===== config.mk =====
export PLATFORM = sky130hd
export DESIGN_NAME = ps2_gamepad
export DESIGN_NICKNAME = d
export VERILOG_FILES = /design/src/rtl/ps2_pkg.sv /design/src/rtl/ps2_rx.sv /design/src/rtl/ps2_gamepad.sv
export SDC_FILE = /design/constraint.sdc
export NUM_CORES = 1
export LEC_CHECK = 0
export BUFFER_PORTS_ARGS = -buffer_cell sky130_fd_sc_hd__buf_2
export CORE_AREA = 2 2 90 92
export CTS_CLUSTER_DIAMETER = 80
export DETAILED_ROUTE_END_ITERATION = 8
export DIE_AREA = 0 0 92 94
export REMOVE_ABC_BUFFERS = 1
export SLEW_MARGIN = 20
export SYNTH_ARGS = -nofsm -noshare
export SYNTH_HDL_FRONTEND = slang
export SYNTH_SLANG_ARGS = --single-unit

===== constraint.sdc =====
create_clock -name clock -period 2.85 [get_ports clock]
set_input_delay 0.57 -clock clock [delete_from_list [all_inputs] [get_ports clock]]
set_output_delay 0.57 -clock clock [all_outputs]
set_load 0.01 [all_outputs]

===== src/rtl/ps2_pkg.sv =====
// Shared definitions for the PS/2 gamepad front end: key codes, button indices,
// receiver state encoding and small lookup/parity helpers.
package ps2_pkg;

    localparam logic [7:0] PS2_E0    = 8'hE0;
    localparam logic [7:0] PS2_F0    = 8'hF0;
    localparam logic [7:0] KEY_UP    = 8'h75;
    localparam logic [7:0] KEY_DOWN  = 8'h72;
    localparam logic [7:0] KEY_LEFT  = 8'h6B;
    localparam logic [7:0] KEY_RIGHT = 8'h74;
    localparam logic [7:0] KEY_ENTER = 8'h5A;
    localparam logic [7:0] KEY_SPACE = 8'h29;
    localparam logic [7:0] KEY_X     = 8'h22;
    localparam logic [7:0] KEY_Z     = 8'h1A;

    localparam logic [2:0] BTN_A      = 3'd7;
    localparam logic [2:0] BTN_B      = 3'd6;
    localparam logic [2:0] BTN_SELECT = 3'd5;
    localparam logic [2:0] BTN_START  = 3'd4;
    localparam logic [2:0] BTN_UP     = 3'd3;
    localparam logic [2:0] BTN_DOWN   = 3'd2;
    localparam logic [2:0] BTN_LEFT   = 3'd1;
    localparam logic [2:0] BTN_RIGHT  = 3'd0;

    typedef enum logic [1:0] {IDLE, DATA, PARITY, STOP} rx_state_t;

    typedef struct packed {
        logic       hit;
        logic [2:0] idx;
    } key_hit_t;

    // Map {extended, code} onto an inreg bit; keypad codes without E0 miss.
    function automatic key_hit_t key_lookup(input logic ext, input logic [7:0] code);
        key_hit_t r;
        r.hit = 1'b1;
        r.idx = 3'd0;
        case ({ext, code})
            {1'b1, KEY_UP}:    r.idx = BTN_UP;
            {1'b1, KEY_DOWN}:  r.idx = BTN_DOWN;
            {1'b1, KEY_LEFT}:  r.idx = BTN_LEFT;
            {1'b1, KEY_RIGHT}: r.idx = BTN_RIGHT;
            {1'b0, KEY_ENTER}: r.idx = BTN_START;
            {1'b0, KEY_SPACE}: r.idx = BTN_SELECT;
            {1'b0, KEY_X}:     r.idx = BTN_A;
            {1'b0, KEY_Z}:     r.idx = BTN_B;
            default:           r.hit = 1'b0;
        endcase
        return r;
    endfunction

    function automatic logic odd_parity_ok(input logic [7:0] data, input logic par);
        return ^{data, par};
    endfunction

endpackage


===== src/rtl/ps2_rx.sv =====
// PS/2 device-to-host receiver: pin synchronisers, clock deglitch filter,
// frame FSM with odd-parity/stop checking and an inter-edge timeout.
module ps2_rx
    import ps2_pkg::*;
#(
    parameter int CLK_HZ     = 25000000,
    parameter int TIMEOUT_US = 2000,
    parameter int FILTER     = 4
) (
    input  logic       clock,
    input  logic       rst_n,
    input  logic       ps2_clk,
    input  logic       ps2_dat,
    output logic       scan_valid,
    output logic [7:0] scan_code,
    output logic       frame_err
);

    localparam longint TMO_CYC   = longint'(CLK_HZ) * longint'(TIMEOUT_US) / 64'd1000000;
    localparam logic [31:0] TMO_LOAD = 32'(TMO_CYC - 64'd1);
    localparam int FW = $clog2(FILTER + 1);
    localparam logic [FW-1:0] FILT_LAST = FW'(FILTER - 1);

    logic          clk_meta_r, clk_sync_r, dat_meta_r, dat_sync_r;
    logic          filt_r;
    logic [FW-1:0] filt_cnt_r;
    logic          fall_s;
    rx_state_t     state_r;
    logic [2:0]    bit_cnt_r;
    logic [7:0]    shift_r;
    logic          par_r;
    logic [31:0]   tmo_r;

    // Two-flop synchronisers, idle level 1
    always_ff @(posedge clock) begin
        if (!rst_n) begin
            clk_meta_r <= 1'b1;
            clk_sync_r <= 1'b1;
            dat_meta_r <= 1'b1;
            dat_sync_r <= 1'b1;
        end else begin
            clk_meta_r <= ps2_clk;
            clk_sync_r <= clk_meta_r;
            dat_meta_r <= ps2_dat;
            dat_sync_r <= dat_meta_r;
        end
    end

    // Filtered clock follows the pin only after FILTER consecutive differing samples
    always_ff @(posedge clock) begin
        if (!rst_n) begin
            filt_r     <= 1'b1;
            filt_cnt_r <= '0;
        end else if (clk_sync_r == filt_r) begin
            filt_cnt_r <= '0;
        end else if (filt_cnt_r == FILT_LAST) begin
            filt_r     <= clk_sync_r;
            filt_cnt_r <= '0;
        end else begin
            filt_cnt_r <= filt_cnt_r + 1'b1;
        end
    end

    // The cycle in which the filtered clock commits a 1->0 change
    assign fall_s = filt_r & ~clk_sync_r & (filt_cnt_r == FILT_LAST);

    // Frame FSM; timeout only matters while a frame is in progress
    always_ff @(posedge clock) begin
        if (!rst_n) begin
            state_r    <= IDLE;
            bit_cnt_r  <= 3'd0;
            shift_r    <= 8'h00;
            par_r      <= 1'b0;
            tmo_r      <= TMO_LOAD;
            scan_valid <= 1'b0;
            scan_code  <= 8'h00;
            frame_err  <= 1'b0;
        end else begin
            scan_valid <= 1'b0;
            frame_err  <= 1'b0;
            if (fall_s) begin
                tmo_r <= TMO_LOAD;
                case (state_r)
                    IDLE: begin
                        if (!dat_sync_r) begin
                            state_r   <= DATA;
                            bit_cnt_r <= 3'd0;
                        end else begin
                            frame_err <= 1'b1;
                        end
                    end
                    DATA: begin
                        shift_r   <= {dat_sync_r, shift_r[7:1]};
                        bit_cnt_r <= bit_cnt_r + 3'd1;
                        if (bit_cnt_r == 3'd7) begin
                            state_r <= PARITY;
                        end
                    end
                    PARITY: begin
                        par_r   <= dat_sync_r;
                        state_r <= STOP;
                    end
                    STOP: begin
                        if (dat_sync_r && odd_parity_ok(shift_r, par_r)) begin
                            scan_valid <= 1'b1;
                            scan_code  <= shift_r;
                        end else begin
                            frame_err <= 1'b1;
                        end
                        state_r <= IDLE;
                    end
                    default: state_r <= IDLE;
                endcase
            end else if (state_r == IDLE) begin
                tmo_r <= TMO_LOAD;
            end else if (tmo_r == 32'd0) begin
                frame_err <= 1'b1;
                state_r   <= IDLE;
                bit_cnt_r <= 3'd0;
                tmo_r     <= TMO_LOAD;
            end else begin
                tmo_r <= tmo_r - 32'd1;
            end
        end
    end

endmodule


===== src/rtl/ps2_gamepad.sv =====
// PS/2 keyboard to Gigatron controller adapter: tracks E0/F0 prefixes and
// maps a fixed key set onto the active-low inreg bits.
module ps2_gamepad
    import ps2_pkg::*;
#(
    parameter int CLK_HZ     = 25000000,
    parameter int TIMEOUT_US = 2000,
    parameter int FILTER     = 4
) (
    input  logic       clock,
    input  logic       rst_n,
    input  logic       ps2_clk,
    input  logic       ps2_dat,
    output logic [7:0] inreg,
    output logic       scan_valid,
    output logic [7:0] scan_code,
    output logic       frame_err
);

    logic     ext_r, brk_r;
    key_hit_t hit_s;

    ps2_rx #(
        .CLK_HZ    (CLK_HZ),
        .TIMEOUT_US(TIMEOUT_US),
        .FILTER    (FILTER)
    ) u_rx (
        .clock     (clock),
        .rst_n     (rst_n),
        .ps2_clk   (ps2_clk),
        .ps2_dat   (ps2_dat),
        .scan_valid(scan_valid),
        .scan_code (scan_code),
        .frame_err (frame_err)
    );

    assign hit_s = key_lookup(ext_r, scan_code);

    // Prefix flags survive bad frames; any non-prefix code consumes them
    always_ff @(posedge clock) begin
        if (!rst_n) begin
            inreg <= 8'hFF;
            ext_r <= 1'b0;
            brk_r <= 1'b0;
        end else if (scan_valid) begin
            if (scan_code == PS2_E0) begin
                ext_r <= 1'b1;
            end else if (scan_code == PS2_F0) begin
                brk_r <= 1'b1;
            end else begin
                if (hit_s.hit) begin
                    inreg[hit_s.idx] <= brk_r;
                end
                ext_r <= 1'b0;
                brk_r <= 1'b0;
            end
        end
    end

endmodule


# Word-level counts from Yosys, hierarchy flattened

Index checks and enable logic that the tools add are counted.

Register bits: 74
Bits of input ports: 4
Logic and storage cells: 95

$add $sub $neg: 3
Order comparisons: 2
Eq/ne operators: 21
Muxes and demuxes: 26
Bitwise logic cells: 7
Reduce and logical (&&, ||, !) cells: 19

Operators by type and width:

| kind                  | number |
|---|---|
| $eq 9x9->1 const B    | 4 |
| $logic_not 32->1      | 1 |
| $sub 32x1->32 const B | 1 |
| $pmux 3 s7            | 1 |
| $eq 9x6->1 const B    | 2 |
| $eq 8x8->1 const B    | 2 |
| $mux 3                | 4 |
| $reduce_and 4->1      | 3 |
| $mux 1                | 11 |
| $mux 2                | 5 |
| $reduce_and 2->1      | 5 |
| $eq 9x5->1 const B    | 1 |
| $eq 9x7->1 const B    | 1 |
| $reduce_xor 9->1      | 1 |
| $bwmux 8              | 1 |
| $pmux 2 s4            | 1 |
| $reduce_or 8->1       | 1 |
| $add 3x1->3 const B   | 2 |
| $ne 3x3->1 const B    | 2 |
| $pmux 3 s2            | 1 |
| $reduce_and 3->1      | 2 |
| $not 1->1             | 5 |
| $eq 2x2->1 const B    | 2 |
| $lt 3x4->1 const B    | 1 |
| other kinds (15)      | 18 |

# Depth between registers and ports, before layout

Depth in word-level cells: 7
Gate-level depth with buffers: 8
Depth with buffers taken out: 7

# Hierarchy

From an unflattened synthesis, not the netlist that was laid out.

Cells, all modules: 395
Area total of the unflattened synthesis: 3,533.4 µm²

By module, submodules not included:

| module      | instances | cells an instance | area an instance (µm²) | seq. area each (µm²) |
|---|---|---|---|---|
| ps2_rx      | 1         | 324               | 2,906.5                | 1,281.2 |
| ps2_gamepad | 1         | 71                | 626.9                  | 200.2 |

# Least setup slack after synthesis

No wires, ideal clock.

Path type: reg-to-reg
Start: register u_rx.tmo_r[25]
End: register u_rx.bit_cnt_r[0]
Library setup time: 0.121 ns
Arrival time: 2.367 ns
Data required time: 2.729 ns
Path slack: 0.362 ns
Stages on the path, launching flop included: 6
Clock period less this slack: 2.488 ns
Path through: dfxtp_1 or4_4 or4_4 or4_4 o311a_4 mux2_4

Cells in the longest elaborated chain, start to end: 3

RTL lines:

| item                               | line          | RTL |
|---|---|---|
| start, declared                    | ps2_rx.sv:32  | `logic [31:0] tmo_r;` |
| start signal, assigned             | ps2_rx.sv:122 | `tmo_r <= tmo_r - 32'd1;` |
| $logic_not 32->1                   | ps2_rx.sv:116 | `end else if (tmo_r == 32'd0) begin` |
| $reduce_bool 2->1 (no source line) | --            |  |
| $reduce_and 4->1 (no source line)  | --            |  |
| end signal, assigned               | ps2_rx.sv:94  | `bit_cnt_r <= bit_cnt_r + 3'd1;` |
| end, declared                      | ps2_rx.sv:29  | `logic [2:0] bit_cnt_r;` |

No other way between the ends.
A chain may end at the register's enable or synchronous reset.

# Worst setup path in the final report

Ends and elaborated chain as after synthesis.

==> results.ini <==
[sta]
tightestPinTransition_ns=0.533
period_share_pct=89.8
maxSlewHeadroom_pct=63.5
final_max_slew_viol_count=0
fin_tns_setup_ns=0
hold_viol_final=0
rsz0062_at_grt=no
finClkSkew_ns=0.00748
timing.fmax_mhz=391
setup_viol=0
holdWs_ns=0.399
fin_crit_ns=2.56

[critical_path]
critPathSlowestCell=or4_4
cp-start-kind=flop
path_delay_family=simple AND/OR/NAND/NOR gates
r2r_slack_ns=0.29
slowest_delay_ns=0.56
cp_data_arrival_time_ns=2.79
path_max_fanout=5
worstSetupPathType=reg -> reg
crit_buf_inv=0
end_kind=flop
crit_start=u_rx.tmo_r[25]
worstPathRequired_ns=3.08
crit_top_cell=or4_4
r2r_start=u_rx.tmo_r[25]
crit_path_cell_trace=or4_4, or4_4, or4_4, o311a_4, mux2_4

[drt]
dr.first_iter.drc_count=68
drc=0
antenna_left=0
wirelength_um=6790
dr.pass1.iters=4
dr_total_vias=2766
avgRoutedWirePerCell_um=12.9
vias_per_cell=5.26

[clocking]
clockRootBuffer=clkbuf_8
clk_pin_slew_ns=0.07
cts_hold_buf=0
cts.sinks=74
h-tree-depth=3
cts_buffers=9
clk_path_buf_depth=2
cts_tree=yes
insertion_delay_ns=0.34
post_cts_resized=0
cts_setup_buffers=0

[power_and_ir_drop]
ir_drop_v=0.000204
leakage_uw=0.00141
pwr_density_cell_nw_per_um2=473

[synth]
synthArstFlopShare_pct=0
ys_warn_count=0
avgSynthCellArea_um2=8.82
synth.yosys.seq_area_share_pct=42.7
synth_seq_cells=74
ys_types=61
ys.flop_type=dfxtp_1
synth-edff-count=0
syn_area_um2=3470
synth_cells=393

[floorplan]
initial_core_util_pct=45.6
fp.dieW_um=92
die-area_um2=8650
die_h_um=94
core_um2=7610
io_pins=22
rows=32

[final_layout]
regArea_um2=1480
antennaDiodeCount=0
layout_commonest_cell=dfxtp_1
areaGrowthSynthToFinish_pct=12.5
final_nets=435
multi_input_area_um2=1880
fillers=737
final_layout_size_suffix_gt1_share_pct=13.7
mostFrequentLayoutCells=dfxtp_1 (74), nand2_1 (52), nor2_1 (45)

[grt]
grt.total_usage_pct=16.9
antenna_found_initial=0
grt_max_degree=35
grt_first_pass_wirelength_um=11800
grt-ovfl-total=0
grt_pass1_vias=2535

[worst_hold_path]
hold_path_class=reg -> reg
min_from=u_rx.tmo_r[0]

[run_status]
outcome=finished clean

[job]
maxCapViolations=0

[place]
place_congestion=0.758
dpl.hpwl_um=4850
io_buffer_count=21

sequential cells by signal, indices dropped and copies added, names as in the netlist, 2 cells and up:
signal and cells:
u_rx.scan_code 8, inreg 8, u_rx.tmo_r 32, u_rx.shift_r 8, u_rx.bit_cnt_r 3, u_rx.filt_cnt_r 3, u_rx.state_r 2
cell families (layout without fill, tap and decap cells):
group	count (synthesis)	in the layout	synth area share, %
flops	74	74	42.7
compound gates	62	62	12.5
buf+inv	27	58	3.03
fa+ha+maj	11	11	3.97
mux	5	5	1.59
xor+xnor	32	32	9.31
simple gates	182	182	26.8
metal layers:
metal	GRT usage (%)	part of all wire (%)
met5	0	0
met4	5.97	0.96
met3	4.49	3.1
met2	28.7	48
met1	20.7	48
final cells by class:
class,instances,area share (%)
multi-input combinational,292,48.2
clock inverter,2,0.962
sequential,74,38.0
timing repair buffer,31,4.62
inverter,12,1.15
tap,102,3.27
clock buffer,13,3.82
Yosys cell counts (2+ instances only):
library cell	count	area [um2]
nor3_1	11	55.1
mux2i_1	4	40.0
nand4_1	7	43.8
nand2_1	52	195
dfxtp_1	74	1480
or4_1	2	15.0
nand3b_1	2	15.0
or3_1	2	12.5
xnor2_1	19	166
or4_4	4	45.0
ha_1	11	138
o211ai_1	2	15.0
clkbuf_1	10	37.5
nor2_1	45	169
nor4_1	10	62.6
inv_1	11	41.3
and3b_1	3	26.3
xor2_1	10	87.6
a22o_2	2	20.0
and3_1	2	12.5
or3_2	2	15.0
buf_1	2	7.51
nand4b_1	3	26.3
xnor3_1	2	45.0
nor3b_1	3	22.5
o311ai_0	4	35.0
o211a_1	2	20.0
o31ai_1	6	45.0
nand3_1	18	90.1
nand2b_1	5	31.3
o21ai_0	15	75.1
buf_2	3	15.0
a21oi_1	15	75.1
a211oi_1	3	22.5
report_power, final:
part | internal, uW | switching, uW | leakage [uW]
clock | 425 | 359 | 0.0000897
sequential | 1040 | 1.86 | 0.000598
combinational | 8.20 | 15.5 | 0.000719
total | 1470 | 377 | 0.00141
worst reg2reg max path: stages, from the launching register on:
cell and delay (ns):
dfxtp_1 0.34, or4_4 0.56, or4_4 0.44, or4_4 0.53
o311a_4 0.33, mux2_4 0.25
path summary, 6_finish.rpt:
kind                             to  cells after the start
setup reg to reg  u_rx.bit_cnt_r[0]                      5
hold reg to reg       u_rx.tmo_r[0]                      1
setup / recovery  u_rx.bit_cnt_r[0]                      5
hold / removal        u_rx.tmo_r[0]                      1
metrics by stage:
stage | power (uW) | setup slack, ns | util, % | instances | cell area [um2]
floorplan | 1070 | 0.362 | - | 378 | 3410
detailed placement | 1090 | 0.288 | 48.8 | 511 | 3710
finish | 1850 | 0.291 | 51.3 | 526 | 3900
global route | 1930 | 0.227 | 51.3 | 526 | 3900
CTS | 1880 | 0.280 | 51.3 | 526 | 3900
global placement | 1090 | 0.310 | 48.8 | 511 | 3710
(Power assumes the default switching activity.)
